$ cat src/rtl/vm_disp_pkg.sv
`default_nettype none
// ============================================================================
// Module      : vm_disp_pkg
// Description : Shared types for the vend dispense controller. Contains the
//               product codes, the dispense FSM state enum, the queued vend
//               request record and small helper functions.
// Revision    : 1.0  initial release
// ============================================================================
package vm_disp_pkg;

    localparam logic [2:0] PROD_NONE       = 3'd0;
    localparam logic [2:0] PROD_COFFEE     = 3'd1;
    localparam logic [2:0] PROD_SNACKS     = 3'd2;
    localparam logic [2:0] PROD_WATER      = 3'd3;
    localparam logic [2:0] PROD_COOLDRINKS = 3'd4;

    typedef enum logic [2:0] {
        ST_IDLE      = 3'd0,
        ST_MOTOR     = 3'd1,
        ST_WAIT_DROP = 3'd2,
        ST_EJECT_HI  = 3'd3,
        ST_EJECT_LO  = 3'd4,
        ST_DONE      = 3'd5
    } disp_state_t;

    typedef struct packed {
        logic [2:0] prod;
        logic [1:0] change;
    } vend_entry_t;

    // Codes 1..4 are real products; 0 means "no vend" and 5..7 are unused.
    function automatic logic is_valid_prod(input logic [2:0] p);
        return (p != PROD_NONE) && (p <= PROD_COOLDRINKS);
    endfunction

    // Slot motor drive: bit k-1 for product k, never more than one bit.
    function automatic logic [3:0] prod_onehot(input logic [2:0] p);
        logic [3:0] oh;
        oh = 4'b0000;
        case (p)
            PROD_COFFEE:     oh = 4'b0001;
            PROD_SNACKS:     oh = 4'b0010;
            PROD_WATER:      oh = 4'b0100;
            PROD_COOLDRINKS: oh = 4'b1000;
            default:         oh = 4'b0000;
        endcase
        return oh;
    endfunction

    function automatic int max2(input int a, input int b);
        return (a > b) ? a : b;
    endfunction

endpackage
`default_nettype wire

$ cat src/rtl/vm_disp_fifo.sv
`default_nettype none
// ============================================================================
// Module      : vm_disp_fifo
// Description : Synchronous vend-request FIFO, DEPTH entries (power of 2).
//               A push while full is accepted only when a pop happens on the
//               same edge; otherwise it is ignored (caller flags overflow).
// Ports       : clk, reset (async active-low), push/push_data, pop,
//               head (current oldest entry), full, empty
// Revision    : 1.0  initial release
// ============================================================================
module vm_disp_fifo
    import vm_disp_pkg::*;
#(
    parameter int DEPTH = 4
) (
    input  logic        clk,
    input  logic        reset,
    input  logic        push,
    input  vend_entry_t push_data,
    input  logic        pop,
    output vend_entry_t head,
    output logic        full,
    output logic        empty
);

    localparam int AW = (DEPTH > 1) ? $clog2(DEPTH) : 1;
    localparam logic [AW:0] FULL_CNT = DEPTH[AW:0];

    vend_entry_t    mem [DEPTH];
    logic [AW-1:0]  wr_ptr;
    logic [AW-1:0]  rd_ptr;
    logic [AW:0]    count;
    logic           do_push;
    logic           do_pop;

    assign empty   = (count == '0);
    assign full    = (count == FULL_CNT);
    assign do_pop  = pop && !empty;
    assign do_push = push && (!full || do_pop);
    assign head    = mem[rd_ptr];

    always_ff @(posedge clk or negedge reset) begin
        if (!reset) begin
            wr_ptr <= '0;
            rd_ptr <= '0;
            count  <= '0;
        end else begin
            if (do_push) wr_ptr <= wr_ptr + 1'b1;
            if (do_pop)  rd_ptr <= rd_ptr + 1'b1;
            case ({do_push, do_pop})
                2'b10:   count <= count + 1'b1;
                2'b01:   count <= count - 1'b1;
                default: count <= count;
            endcase
        end
    end

    // Storage needs no reset: pointers/count define what is valid.
    always_ff @(posedge clk) begin
        if (do_push) mem[wr_ptr] <= push_data;
    end

endmodule
`default_nettype wire

$ cat src/rtl/vm_dispense_ctrl.sv
`default_nettype none
// ============================================================================
// Module      : vm_dispense_ctrl
// Description : Dispense stage behind the vending FSM. Queues one-cycle vend
//               pulses, runs the slot motor, waits for drop confirmation,
//               ejects change coins and reports faults. Never back-pressures.
// Ports       : clk, reset (async active-low)
//               vend_prod[2:0], vend_change[1:0]  vend request pulse
//               drop_sensor, clear_flags           sensor / flag clear
//               motor_en[3:0], coin_eject          actuator drives (registered)
//               busy, vend_done, fault, overflow   status
//               stats_sel[1:0], stats_cnt          only with VM_DISP_STATS_EN
// Options     : VM_DISP_STATS_EN - per-product saturating vend counters
// Revision    : 1.0  initial release
// ============================================================================
module vm_dispense_ctrl
    import vm_disp_pkg::*;
#(
    parameter int FIFO_DEPTH     = 4,
    parameter int MOTOR_CYCLES   = 8,
    parameter int SENSOR_TIMEOUT = 64,
    parameter int EJECT_ON       = 2,
    parameter int EJECT_OFF      = 2
`ifdef VM_DISP_STATS_EN
    ,
    parameter int STAT_W         = 16
`endif
) (
    input  logic              clk,
    input  logic              reset,
    input  logic [2:0]        vend_prod,
    input  logic [1:0]        vend_change,
    input  logic              drop_sensor,
    input  logic              clear_flags,
    output logic [3:0]        motor_en,
    output logic              coin_eject,
    output logic              busy,
    output logic              vend_done,
    output logic              fault,
    output logic              overflow
`ifdef VM_DISP_STATS_EN
    ,
    input  logic [1:0]        stats_sel,
    output logic [STAT_W-1:0] stats_cnt
`endif
);

    localparam int MAX_PHASE = max2(max2(MOTOR_CYCLES, SENSOR_TIMEOUT), max2(EJECT_ON, EJECT_OFF));
    localparam int CNT_W     = $clog2(MAX_PHASE + 1);

    localparam logic [CNT_W-1:0] MOTOR_LAST   = CNT_W'(MOTOR_CYCLES - 1);
    localparam logic [CNT_W-1:0] TIMEOUT_LAST = CNT_W'(SENSOR_TIMEOUT - 1);
    localparam logic [CNT_W-1:0] EJ_ON_LAST   = CNT_W'(EJECT_ON - 1);
    localparam logic [CNT_W-1:0] EJ_OFF_LAST  = CNT_W'(EJECT_OFF - 1);

    disp_state_t      state;
    disp_state_t      state_nxt;
    disp_state_t      eject_entry;
    logic [CNT_W-1:0] phase_cnt;
    logic [2:0]       work_prod;
    logic [1:0]       coins_left;
    logic             drop_latch;
    logic             fault_set;
    logic             coin_dec;
    logic             vend_ok;

    vend_entry_t      req;
    vend_entry_t      head;
    logic             push_req;
    logic             pop;
    logic             fifo_full;
    logic             fifo_empty;
    logic             ovf_set;

    assign req      = {vend_prod, vend_change};
    assign push_req = is_valid_prod(vend_prod);
    assign pop      = (state == ST_IDLE) && !fifo_empty;
    assign ovf_set  = push_req && fifo_full && !pop;
    assign busy     = (state != ST_IDLE) || !fifo_empty;
    assign vend_ok  = (state == ST_DONE) && drop_latch;

    vm_disp_fifo #(
        .DEPTH     (FIFO_DEPTH)
    ) u_fifo (
        .clk       (clk),
        .reset     (reset),
        .push      (push_req),
        .push_data (req),
        .pop       (pop),
        .head      (head),
        .full      (fifo_full),
        .empty     (fifo_empty)
    );

    always_comb begin
        state_nxt   = state;
        fault_set   = 1'b0;
        coin_dec    = 1'b0;
        // A zero-change vend skips the ejector entirely.
        eject_entry = (coins_left == 2'd0) ? ST_DONE : ST_EJECT_HI;
        case (state)
            ST_IDLE: begin
                if (!fifo_empty) state_nxt = ST_MOTOR;
            end
            ST_MOTOR: begin
                // Sensor in the final motor cycle counts as seen.
                if (phase_cnt == MOTOR_LAST)
                    state_nxt = (drop_latch || drop_sensor) ? eject_entry : ST_WAIT_DROP;
            end
            ST_WAIT_DROP: begin
                if (drop_sensor) begin
                    state_nxt = eject_entry;
                end else if (phase_cnt == TIMEOUT_LAST) begin
                    // Timed out: still refund the change.
                    fault_set = 1'b1;
                    state_nxt = eject_entry;
                end
            end
            ST_EJECT_HI: begin
                if (phase_cnt == EJ_ON_LAST) state_nxt = ST_EJECT_LO;
            end
            ST_EJECT_LO: begin
                if (phase_cnt == EJ_OFF_LAST) begin
                    coin_dec  = 1'b1;
                    state_nxt = (coins_left == 2'd1) ? ST_DONE : ST_EJECT_HI;
                end
            end
            ST_DONE: begin
                state_nxt = ST_IDLE;
            end
            default: begin
                state_nxt = ST_IDLE;
            end
        endcase
    end

    always_ff @(posedge clk or negedge reset) begin
        if (!reset) begin
            state      <= ST_IDLE;
            phase_cnt  <= '0;
            work_prod  <= PROD_NONE;
            coins_left <= 2'd0;
            drop_latch <= 1'b0;
            motor_en   <= 4'b0000;
            coin_eject <= 1'b0;
            vend_done  <= 1'b0;
            fault      <= 1'b0;
            overflow   <= 1'b0;
        end else begin
            state <= state_nxt;
            // Each phase counts from zero; idle holds the counter cleared.
            if ((state_nxt != state) || (state == ST_IDLE))
                phase_cnt <= '0;
            else
                phase_cnt <= phase_cnt + 1'b1;

            if (pop) begin
                work_prod  <= head.prod;
                coins_left <= head.change;
                drop_latch <= 1'b0;
            end else begin
                if (coin_dec) coins_left <= coins_left - 2'd1;
                if (((state == ST_MOTOR) || (state == ST_WAIT_DROP)) && drop_sensor)
                    drop_latch <= 1'b1;
            end

            // Actuator outputs are a registered image of the current state.
            motor_en   <= (state == ST_MOTOR) ? prod_onehot(work_prod) : 4'b0000;
            coin_eject <= (state == ST_EJECT_HI);
            vend_done  <= vend_ok;

            // Set beats a simultaneous clear.
            if (fault_set)        fault <= 1'b1;
            else if (clear_flags) fault <= 1'b0;
            if (ovf_set)          overflow <= 1'b1;
            else if (clear_flags) overflow <= 1'b0;
        end
    end

`ifdef VM_DISP_STATS_EN
    logic [STAT_W-1:0] stat_cnt [4];

    always_ff @(posedge clk or negedge reset) begin
        if (!reset) begin
            for (int k = 0; k < 4; k++) stat_cnt[k] <= '0;
        end else begin
            for (int k = 0; k < 4; k++) begin
                if (vend_ok && (work_prod == 3'(k + 1)) && (stat_cnt[k] != '1))
                    stat_cnt[k] <= stat_cnt[k] + 1'b1;
            end
        end
    end

    assign stats_cnt = stat_cnt[stats_sel];
`endif

endmodule
`default_nettype wire

$ cat config.mk
export PLATFORM = sky130hd
export DESIGN_NAME = vm_dispense_ctrl
export DESIGN_NICKNAME = d
export VERILOG_FILES = /design/src/rtl/vm_disp_pkg.sv /design/src/rtl/vm_disp_fifo.sv /design/src/rtl/vm_dispense_ctrl.sv
export SDC_FILE = /design/constraint.sdc
export NUM_CORES = 1
export LEC_CHECK = 0
export CAP_MARGIN = 20
export CORE_MARGIN = 2
export CORE_UTILIZATION = 50
export CTS_CLUSTER_SIZE = 10
export DETAILED_ROUTE_END_ITERATION = 10
export GPL_ROUTABILITY_DRIVEN = 0
export PLACE_DENSITY = 0.73
export SYNTH_ARGS = -nofsm -noshare
export SYNTH_HDL_FRONTEND = slang
export SYNTH_SLANG_ARGS = --single-unit
$ cat constraint.sdc
create_clock -name clk -period 2.7 [get_ports clk]
set_clock_uncertainty 0.1 [all_clocks]
set_input_delay 0.675 -clock clk [delete_from_list [all_inputs] [get_ports clk]]
set_output_delay 0.675 -clock clk [all_outputs]
set_load 0.05 [all_outputs]
==> key figures <==
STA
  • Final TNS setup: 0 ns
  • Slew Limit Headroom: roughly 66%
  • Worst hold margin: 0.404 ns
  • RSZ-0062 raised after global routing: no
  • Pins Over Slew Limit: 0
  • Min cycle time layout: 2.50 ns
  • Final Setup Violations: 0
  • Share of the clock period used by the worst path: 92.6%
  • Fin. Hold Viols: 0
  • Worst-margin pin slew: 0.503 ns
  • F_max: 0.400 GHz

Finish
  • Post-route cell area: between 2000 and 3000 um2
  • # diodes: 0
  • FF/Latch Area: 1380 um2
  • Multi-input gate area: 947 um2
  • Area Growth Syn to Fin: 14.3%
  • Final Core Density: 58.8%
  • Layout cells sized above 1: 14.5%
  • Commonest non-fill, non-tap cell in the layout: dfrtp_1
  • Fill count: 390
  • Most frequent cells in the layout: 31 x dfrtp_1, 20 x edfxtp_1, 16 x nor2_1, 16 x clkdlybuf4s50_1
  • # nets final: approximately 240

Power and ir drop
  • Clock share of power: 15.2%
  • Pwr Total: approximately 2.8 mW
  • Net Sw Power: 1.02 mW
  • Combinational share of power: between 40% and 50%
  • Pint: 1.73 mW
  • Pwr dens: 998 nW/um2
  • Sw Share: 37.1%
  • Worst VDD drop: 0.000495 V
  • Sequential share of power: 44.5%
  • Static Leakage: 1.13 nW

Worst setup path
  • Slowest stage delay, CP: 0.48 ns
  • Peak fanout along the critical path: 5
  • FF-to-FF setup slack: 0.37 ns
  • Startpoint class of the critical path: primary input
  • Critical path's top delay family: buffers and inverters
  • Worst setup path category: in -> reg
  • CP bufs+invs: 3
  • CP endpoint kind: flop
  • Worst-case reg-to-reg path depth: 5
  • Worst path required time: 2.83 ns
  • Critical-path cell list: clkdlybuf4s50_1 -> nor2_1 -> xor2_1 -> nor2b_1 -> inv_1 -> ha_1 -> inv_1 -> fa_1 -> xor2_1 -> nor2_1 -> xor2_1
  • Crit path arrival time: roughly 2.6 ns
  • Critical path depth: 11
  • Crit path top cell by count: xor2_1
  • Crit-path slowest cell: clkdlybuf4s50_1

Detailed routing
  • DR vias/cell: 5.31
  • Vias: around 1.5k
  • Remaining DRCs: 0
  • First-pass iteration count of the detailed router: 4
  • Post-DRT Antenna Nets: 0
  • DRT Wirelength: 3880 um
  • Post-DR wirelength/cell: 14.1 um
  • DR iter-0 viols: between 70 and 80

Worst hold path
  • Hold WC Path Type: reg -> reg
  • Hold path cells: 1

Yosys
  • EDFF count, synth: 20
  • Area contributors post-synth: dfrtp_1 32%, edfxtp_1 25%, ha_1 4.7%
  • Syn_nets: ~220
  • Top-area cell type share of the netlist area: 32.1%
  • Sequential-to-total area share from yosys stat: between 50 and 60%
  • Share of flip-flops with an asynchronous set or reset: 60.8%
  • Flops & latches, synth: 51
  • Netlist cell types: 45
  • Top FF cell, synth: dfrtp_1
  • Ys Warns: 0
  • Post-synth top area cell: dfrtp_1
  • Synthesized instance count: 197
  • Mapped cell area: 2410 um2
  • Mean Syn Cell Area: 12.3 um2

Floorplan
  • # rows: 25
  • Die X-Extent: 73.5 um
  • IO Count: 18
  • Chip Height: 73.5 um
  • Core footprint: ~4700 um2
  • Effective utilization at floorplan: between 50% and 60%
  • Die Footprint: 5400 um2

Placed design
  • Post-DP HPWL: about 2900 um
  • Placed Area: 2670 um2
  • IO Port Bufs: 17

Global route
  • Gr ovfl total: 0
  • Initial antenna violation count: 0
  • Largest net degree at the start of global routing: 32
  • Tot GR Track Use: 17.2%
  • Vias in the first global route: 1451
  • Global-route wire length before repair: around 6900 um

CTS
  • Clock tree buffer depth: 2
  • Clock Latency Late Sink: about 0.3 ns
  • Clk root buf: clkbuf_8
  • Postcts setup bufs: 0
  • CTS sink cnt: 51
  • CTS Buf Count: 5
  • CTS tree: yes
  • Clk pin slew, worst setup/hold paths: around 0.090 ns
  • H-Tree Depth: 2

Run status
  • Status: complete, no violations

Job
  • Max-cap viol count: 0
[state kept, by name, indices dropped and copies added (netlist names)]
register / flops
phase_cnt: 7
overflow: 1
u_fifo.wr_ptr: 2
work_prod: 3
u_fifo.rd_ptr: 2
motor_en: 4
fault: 1
u_fifo.mem: 20
state: 3
coin_eject: 1
u_fifo.count: 3
drop_latch: 1
vend_done: 1
coins_left: 2
[kinds of logic (layout without fill, tap and decap cells)]
kind of cell               count (synthesis)  in the layout  synth area share, %
and+or+nand+nor                           70             70                 16.3
DFF                                       51             51                 57.0
buffers and inverters                     22             46                 3.73
AOI/OAI and AO/OA                         20             20                 5.39
xor gates and xnor gates                  13             13                 4.72
muxes                                     11             11                 7.36
adders and majority gates                 10             10                 5.50
[power groups by stage]
stage / clock network (mW) / logic, mW / registers, mW
floorplan: 0 / 0.808 / 1.26
global placement: 0 / 1.09 / 1.24
detailed placement: 0 / 1.12 / 1.24
CTS: 0.433 / 1.12 / 1.23
global route: 0.460 / 1.25 / 1.26
finish: 0.418 / 1.11 / 1.22
[Yosys cell counts, types with 2 or more instances]
| library cell | number |
|---|---|
| and2_1 | 4 |
| o21ai_0 | 7 |
| o41ai_1 | 2 |
| nand2_1 | 13 |
| or2_2 | 2 |
| mux4_2 | 5 |
| edfxtp_1 | 20 |
| inv_1 | 13 |
| xnor2_1 | 5 |
| nand3_1 | 5 |
| nor3b_1 | 2 |
| xor2_1 | 8 |
| nor4_1 | 4 |
| mux2_2 | 4 |
| nor2_1 | 16 |
| a21oi_1 | 5 |
| mux2i_1 | 2 |
| nand2b_1 | 4 |
| buf_1 | 3 |
| clkbuf_1 | 5 |
| ha_1 | 9 |
| nor3_1 | 5 |
| nor4b_1 | 2 |
| dfrtp_1 | 31 |
[layer usage]
| metal | global-route usage (%) | wire length (um) | vias to the layer above |
|---|---|---|---|
| li1 | - | - | 742 |
| met1 | 22.4 | 1840 | 689 |
| met2 | 27.6 | 1870 | 24 |
| met3 | 4.53 | 126 | 4 |
| met4 | 6.46 | 44 | 0 |
| met5 | 0 | 0 | - |
[path summary, 6_finish.rpt]
path,to,from
min in group asynchronous,motor_en[2],reset
worst min register to register,motor_en[0],work_prod[2]
max in group asynchronous,coins_left[1],reset
worst max-delay path,u_fifo.count[2],vend_prod[1]
worst min-delay path,motor_en[0],work_prod[2]
worst max register to register,phase_cnt[3],phase_cnt[3]
[cell type report]
| class | instances | share of cell area, % |
|---|---|---|
| tap | 54 | 2.45 |
| clock buffer | 6 | 2.63 |
| timing repair buffer | 25 | 8.44 |
| multi-input combinational | 124 | 34.3 |
| clock inverter | 2 | 0.454 |
| sequential | 51 | 49.9 |
| inverter | 13 | 1.77 |
[per-stage QoR]
step | worst slack [ns] | instances
6_report | 0.199 | 275
5_1_grt | 0.0186 | 275
4_1_cts | 0.0315 | 275
3_5_place_dp | -0.131 | 267
3_3_place_gp | -0.0724 | 267
2_1_floorplan | 0.153 | 197
[repair_timing]
item / 4_1_cts / 5_1_grt
hold buffers: 0 / 0
setup endpoints to repair: 0 / 1
gates resized for setup: 0 / 1
Power figures use the tool's default switching activity.
